File: config.mk
export PLATFORM = sky130hd
export DESIGN_NAME = map_tile_writer
export DESIGN_NICKNAME = d
export VERILOG_FILES = /design/src/rtl/map_tile_writer.sv
export SDC_FILE = /design/constraint.sdc
export NUM_CORES = 2
export LEC_CHECK = 0
export CAP_MARGIN = 20
export CORE_ASPECT_RATIO = 0.9
export CORE_MARGIN = 2
export CORE_UTILIZATION = 44
export DETAILED_ROUTE_END_ITERATION = 16
export SYNTH_ARGS = -nofsm -noshare
export SYNTH_HDL_FRONTEND = slang
export SYNTH_SLANG_ARGS = --single-unit
File: constraint.sdc
create_clock -name clk_i -period 6.1 [get_ports clk_i]
set_clock_uncertainty 0.2 [all_clocks]
set_input_delay 1.22 -clock clk_i [delete_from_list [all_inputs] [get_ports clk_i]]
set_output_delay 1.22 -clock clk_i [all_outputs]
set_load 0.1 [all_outputs]
File: src/rtl/map_tile_writer.sv
// 13x13 destructible map tile store: combinational read port plus a valid/ready
// read-modify-write damage port. Optional macro MAP_WALL_DAMAGE_EN makes WALL tiles destructible.
module map_tile_writer #(
    parameter int unsigned MAP_SIZE   = 13,
    parameter logic [3:0]  INIT_STATE = 4'hF
) (
    input  logic       clk_i,
    input  logic       rst_ni,
    input  logic       map_enable_i,
    input  logic [3:0] map_x_i,
    input  logic [3:0] map_y_i,
    output logic [2:0] block_type_o,
    output logic [3:0] block_state_o,
    input  logic       dmg_valid_i,
    output logic       dmg_ready_o,
    input  logic [3:0] dmg_x_i,
    input  logic [3:0] dmg_y_i,
    input  logic [3:0] dmg_amount_i,
    output logic       dmg_done_o,
    output logic [1:0] dmg_result_o,
    input  logic       restart_i,
    output logic       busy_o
);

    localparam int unsigned      NUM_TILES = MAP_SIZE * MAP_SIZE;
    localparam int unsigned      IDX_W     = $clog2(NUM_TILES);
    localparam logic [IDX_W-1:0] LAST_IDX  = IDX_W'(NUM_TILES - 1);
    localparam logic [3:0]       LAST_COL  = 4'(MAP_SIZE - 1);
    localparam logic [4:0]       SIZE5     = 5'(MAP_SIZE);

    localparam logic [2:0] BRICK = 3'b000;
    localparam logic [2:0] WALL  = 3'b001;
    localparam logic [2:0] AIR   = 3'b111;

    localparam logic [1:0] RES_NONE      = 2'b00;
    localparam logic [1:0] RES_DAMAGED   = 2'b01;
    localparam logic [1:0] RES_DESTROYED = 2'b10;
    localparam logic [1:0] RES_RANGE     = 2'b11;

    typedef enum logic [2:0] {IDLE, CHECK, WRITE, RESP, LOAD} state_e;

    // Level-start layout; used by the async reset and by the restart sweep.
    function automatic logic [6:0] defaultTile(input int unsigned row, input int unsigned col);
        logic [2:0] t;
        t = AIR;
        if (((row >= 1 && row <= 4) || (row >= 8 && row <= 11)) && (col % 2 == 1)) t = BRICK;
        if (row == 3 && col == 6) t = WALL;
        if (row == 10 && col == 6) t = BRICK;
        if (row == 6) begin
            if (col == 0 || col == 12) t = WALL;
            if (col == 2 || col == 3 || col == 9 || col == 10) t = BRICK;
        end
        return {t, INIT_STATE};
    endfunction

    function automatic logic [IDX_W-1:0] tileIdx(input logic [3:0] row, input logic [3:0] col);
        return IDX_W'(row) * IDX_W'(MAP_SIZE) + IDX_W'(col);
    endfunction

    state_e           state_q, state_d;
    logic [6:0]       tiles_q [NUM_TILES];
    logic [3:0]       reqX_q, reqY_q, reqAmt_q;
    logic [1:0]       result_q;
    logic [6:0]       newTile_q;
    logic [3:0]       loadRow_q, loadCol_q;
    logic [IDX_W-1:0] loadIdx_q;

    logic             rdInRange;
    logic [IDX_W-1:0] rdIdx;
    logic             reqInRange;
    logic [IDX_W-1:0] reqIdx;
    logic [6:0]       curTile;
    logic             canDamage;
    logic [1:0]       evalResult;
    logic [6:0]       evalTile;

    always_comb begin
        rdInRange     = ({1'b0, map_x_i} < SIZE5) && ({1'b0, map_y_i} < SIZE5);
        rdIdx         = tileIdx(map_y_i, map_x_i);
        block_type_o  = AIR;
        block_state_o = 4'b0;
        if (map_enable_i && rdInRange) begin
            {block_type_o, block_state_o} = tiles_q[rdIdx];
        end
    end

    always_comb begin
        reqInRange = ({1'b0, reqX_q} < SIZE5) && ({1'b0, reqY_q} < SIZE5);
        reqIdx     = tileIdx(reqY_q, reqX_q);
        curTile    = {AIR, 4'b0};
        if (reqInRange) begin
            curTile = tiles_q[reqIdx];
        end
`ifdef MAP_WALL_DAMAGE_EN
        canDamage = (curTile[6:4] == BRICK) || (curTile[6:4] == WALL);
`else
        canDamage = (curTile[6:4] == BRICK);
`endif
        evalResult = RES_NONE;
        evalTile   = curTile;
        if (!reqInRange) begin
            evalResult = RES_RANGE;
        end else if (canDamage && reqAmt_q != 4'b0) begin
            if (reqAmt_q >= curTile[3:0]) begin
                evalResult = RES_DESTROYED;
                evalTile   = {AIR, 4'b0};
            end else begin
                evalResult = RES_DAMAGED;
                evalTile   = {curTile[6:4], curTile[3:0] - reqAmt_q};
            end
        end
    end

    always_ff @(posedge clk_i or negedge rst_ni) begin
        if (!rst_ni) begin
            for (int unsigned i = 0; i < NUM_TILES; i++) begin
                tiles_q[i] <= defaultTile(i / MAP_SIZE, i % MAP_SIZE);
            end
        end else if (state_q == LOAD) begin
            tiles_q[loadIdx_q] <= defaultTile(32'(loadRow_q), 32'(loadCol_q));
        end else if (state_q == WRITE &&
                     (result_q == RES_DAMAGED || result_q == RES_DESTROYED)) begin
            tiles_q[reqIdx] <= newTile_q;
        end
    end

    always_ff @(posedge clk_i or negedge rst_ni) begin
        if (!rst_ni) begin
            reqX_q    <= 4'b0;
            reqY_q    <= 4'b0;
            reqAmt_q  <= 4'b0;
            result_q  <= RES_NONE;
            newTile_q <= 7'b0;
        end else begin
            if (state_q == IDLE && !restart_i && dmg_valid_i) begin
                reqX_q   <= dmg_x_i;
                reqY_q   <= dmg_y_i;
                reqAmt_q <= dmg_amount_i;
            end
            if (state_q == CHECK) begin
                result_q  <= evalResult;
                newTile_q <= evalTile;
            end
        end
    end

    // Sweep position is kept as row/col and as a linear index to avoid a divider.
    always_ff @(posedge clk_i or negedge rst_ni) begin
        if (!rst_ni) begin
            loadRow_q <= 4'b0;
            loadCol_q <= 4'b0;
            loadIdx_q <= '0;
        end else if (state_q == IDLE) begin
            loadRow_q <= 4'b0;
            loadCol_q <= 4'b0;
            loadIdx_q <= '0;
        end else if (state_q == LOAD) begin
            loadIdx_q <= loadIdx_q + 1'b1;
            if (loadCol_q == LAST_COL) begin
                loadCol_q <= 4'b0;
                loadRow_q <= loadRow_q + 4'd1;
            end else begin
                loadCol_q <= loadCol_q + 4'd1;
            end
        end
    end

    always_ff @(posedge clk_i or negedge rst_ni) begin
        if (!rst_ni) begin
            state_q <= IDLE;
        end else begin
            state_q <= state_d;
        end
    end

    // Ready drops while restart_i is high so a pending request is never seen as handed off.
    always_comb begin
        state_d      = state_q;
        dmg_ready_o  = 1'b0;
        busy_o       = 1'b1;
        dmg_done_o   = 1'b0;
        dmg_result_o = RES_NONE;
        case (state_q)
            IDLE: begin
                busy_o      = 1'b0;
                dmg_ready_o = !restart_i;
                if (restart_i) begin
                    state_d = LOAD;
                end else if (dmg_valid_i) begin
                    state_d = CHECK;
                end
            end
            CHECK: state_d = WRITE;
            WRITE: state_d = RESP;
            RESP: begin
                dmg_done_o   = 1'b1;
                dmg_result_o = result_q;
                state_d      = IDLE;
            end
            LOAD: begin
                if (loadIdx_q == LAST_IDX) begin
                    state_d = IDLE;
                end
            end
            default: state_d = IDLE;
        endcase
    end

endmodule

==> reports/metrics.cfg <==
[setup_path]
end_kind = output pin
r2r-end = newTile_q[0]$_DFFE_PN0P_
critPathMaxFanout = 7
cp.required_ps = 4680
worstPathCellList = clkdlybuf4s50_1, ha_4, ha_4, inv_1, fa_4, xor2_4, buf_12, buf_12, mux4_2, mux4_2, mux2i_1, buf_4, o22a_4, nor2_4, buf_12
cp-start-kind = primary input
slowest_delay_ps = 630
cp_top_family = multiplexers
cp_num_buf_inv = 6
crit_slowest_cell = mux4_2
crit_path_frequent_cell = buf_12
reg2reg_depth = 21
startpoint = map_x_i[0]
r2r_start = reqY_q[0]$_DFFE_PN0P_
crit_type = primary input to output pin
ff2ff_setup_slack_ps = 190
worstPathArrival_ps = 5320

[drt]
route.detailed.drc = 0
finalWirelength_mm = 313
via_per_inst = 6.82
ant_nets = 0
initialDrtViolationCount = 9572
via_count = 66764
drt-wirelength-per-cell_microns = 32.0
drtPass1Iterations = 9

[placed_design]
placed_area_sq_um = 80000
gp_congestion = 1.04
dp_hpwl_mm = 219
port_buffers = 36

[cts]
clkLatencyLatePin_ps = 820
cts_root_buf = clkbuf_16
clock_sinks = 1223
cts_tree = built
clkTransAtPathRegs_ps = 60
clockBufferDepth = 3
numCtsBuffers = 140
hold_buffers = 0
cts_max_level = 4

[yosys]
yosysSeqAreaShare = 0.427
syn_nets = 7482
async_reset_ff_frac = 1.00
ys_ff_latch = 1223
syn_avg_cell_area_sq_um = 10.1
syn_inst = 7394
synth.distinct_cells = 80
ys_warn_count = 0
synth_area_sq_um = 74600
synth_edf_count = 0
synth-main-ff-cell = dfstp_2

[sta]
slew_headroom = 0.207
drv_slew = 0
setup_viol = 7
max_freq_mhz = 148
finalCritPeriodShare = 1.10
hold_violations = 0
worst_slew_pin_slew_ps = 1190
finalHoldWorstSlack_ps = 202
tns_ps = -4130
layout_setup_ws_ps = -639
min_period_ps = 6740
rsz0062_at_grt = yes

[grt]
antenna_found_initial = 17
grt_start_max_net_pins = 253
track_usage = 0.356
grt_pass1_vias = 62433
grt_first_pass_wirelength_mm = 452
overflow = 0

[run]
max_cap_viol_count = 0

[min_path]
hold_path_class = primary input to async pin

[die]
rows = 143
core-area_sq_um = 169000
initial_utilization = 0.442
die_w_microns = 438
fp.dieH_microns = 395
die-area_sq_um = 173000
pin_count = 37

[finish]
final_common_cell = nor2_1
drive_gt1_frac = 0.332
final_area_sq_um = 85200
num-nets-final = 7502
final_cell_mix = 1,410 x nor2_1, 1,020 x o21ai_0, 1,018 x dfstp_2
syn_to_final_growth_pct = 14.2
fin_util = 0.505

[run_status]
violations = setup timing
status = finished, violations left

[routing by layer]
metal	up-vias	track usage	wire, microns
li1	27530	-	-
met1	33793	0.489	121000
met2	4617	0.506	133000
met3	816	0.114	40800
met4	8	0.179	17900
met5	-	0	52
[Yosys cell counts, drive strengths merged, types with 5 or more instances]
master	count	area [sq um]
nand4	19	125
a21oi	628	3140
o22ai	9	56.3
nor3	22	125
nor2b	10	62.6
buf	132	743
a31oi	15	93.8
o211ai	5	37.5
mux2	14	158
a22oi	287	2150
ha	58	726
xnor2	11	96.3
nor2	1440	5410
dfrtp	205	5130
o21ai	1028	5140
nand3	99	495
and3	8	50.1
a2bb2oi	8	70.1
o22a	9	78.8
a211oi	5	42.5
or2	7	43.8
nand2	684	2570
a311oi	7	61.3
and2	10	62.6
inv	37	139
dfstp	1018	26700
mux4	666	15000
fa	5	100
o21a	25	188
xor2	6	71.3
clkbuf	493	1850
mux2i	111	1110
a32oi	241	2110
[sequential cells by signal (all words and copies together) (netlist names)]
register	count
loadCol_q	4
loadIdx_q	8
loadRow_q	4
newTile_q	7
reqAmt_q	4
reqX_q	4
reqY_q	4
result_q	2
state_q	3
tiles_q	1183
[per-stage QoR]
step,setup WS (ps),cells
2_1_floorplan,33.6,7394
3_3_place_gp,-1230,9488
3_5_place_dp,-1220,9491
4_1_cts,-647,9749
5_1_grt,-720,9777
6_report,-639,9790
[final cells by class]
cell class	instances	area, sq um
fill	14988	83500
multi-input combinational	5506	40600
sequential	1223	31900
timing repair buffer	503	5070
clock buffer	210	4120
tap	2247	2810
clock inverter	47	554
inverter	40	155
antenna	14	35.0
[worst max-delay path by stage]
stage	slack (ps)	endpoint	cells after the start
floorplan	30	block_state_o[0]	15
global placement	-1230	block_type_o[2]	18
detailed placement	-1220	block_type_o[2]	18
CTS	-650	block_state_o[0]	19
global route	-720	block_state_o[0]	18
finish	-640	block_state_o[0]	15
[cells by family after synthesis]
family	Yosys count	synth area share
xor+xnor	17	0.00225
compound gates	2314	0.182
fa+ha+maj	63	0.0111
flops	1223	0.427
mux	791	0.218
simple gates	2321	0.122
buf+inv	665	0.0368
[what timing repair did]
item	in CTS	in global routing
setup endpoints to repair	8	16
pin swaps	12	6
cloned	1	2
resized for setup	39	29
buffers inserted	2	15
Power is not shown: default switching activity piles up to over one toggle a cycle in this logic, so the estimate is an artifact.
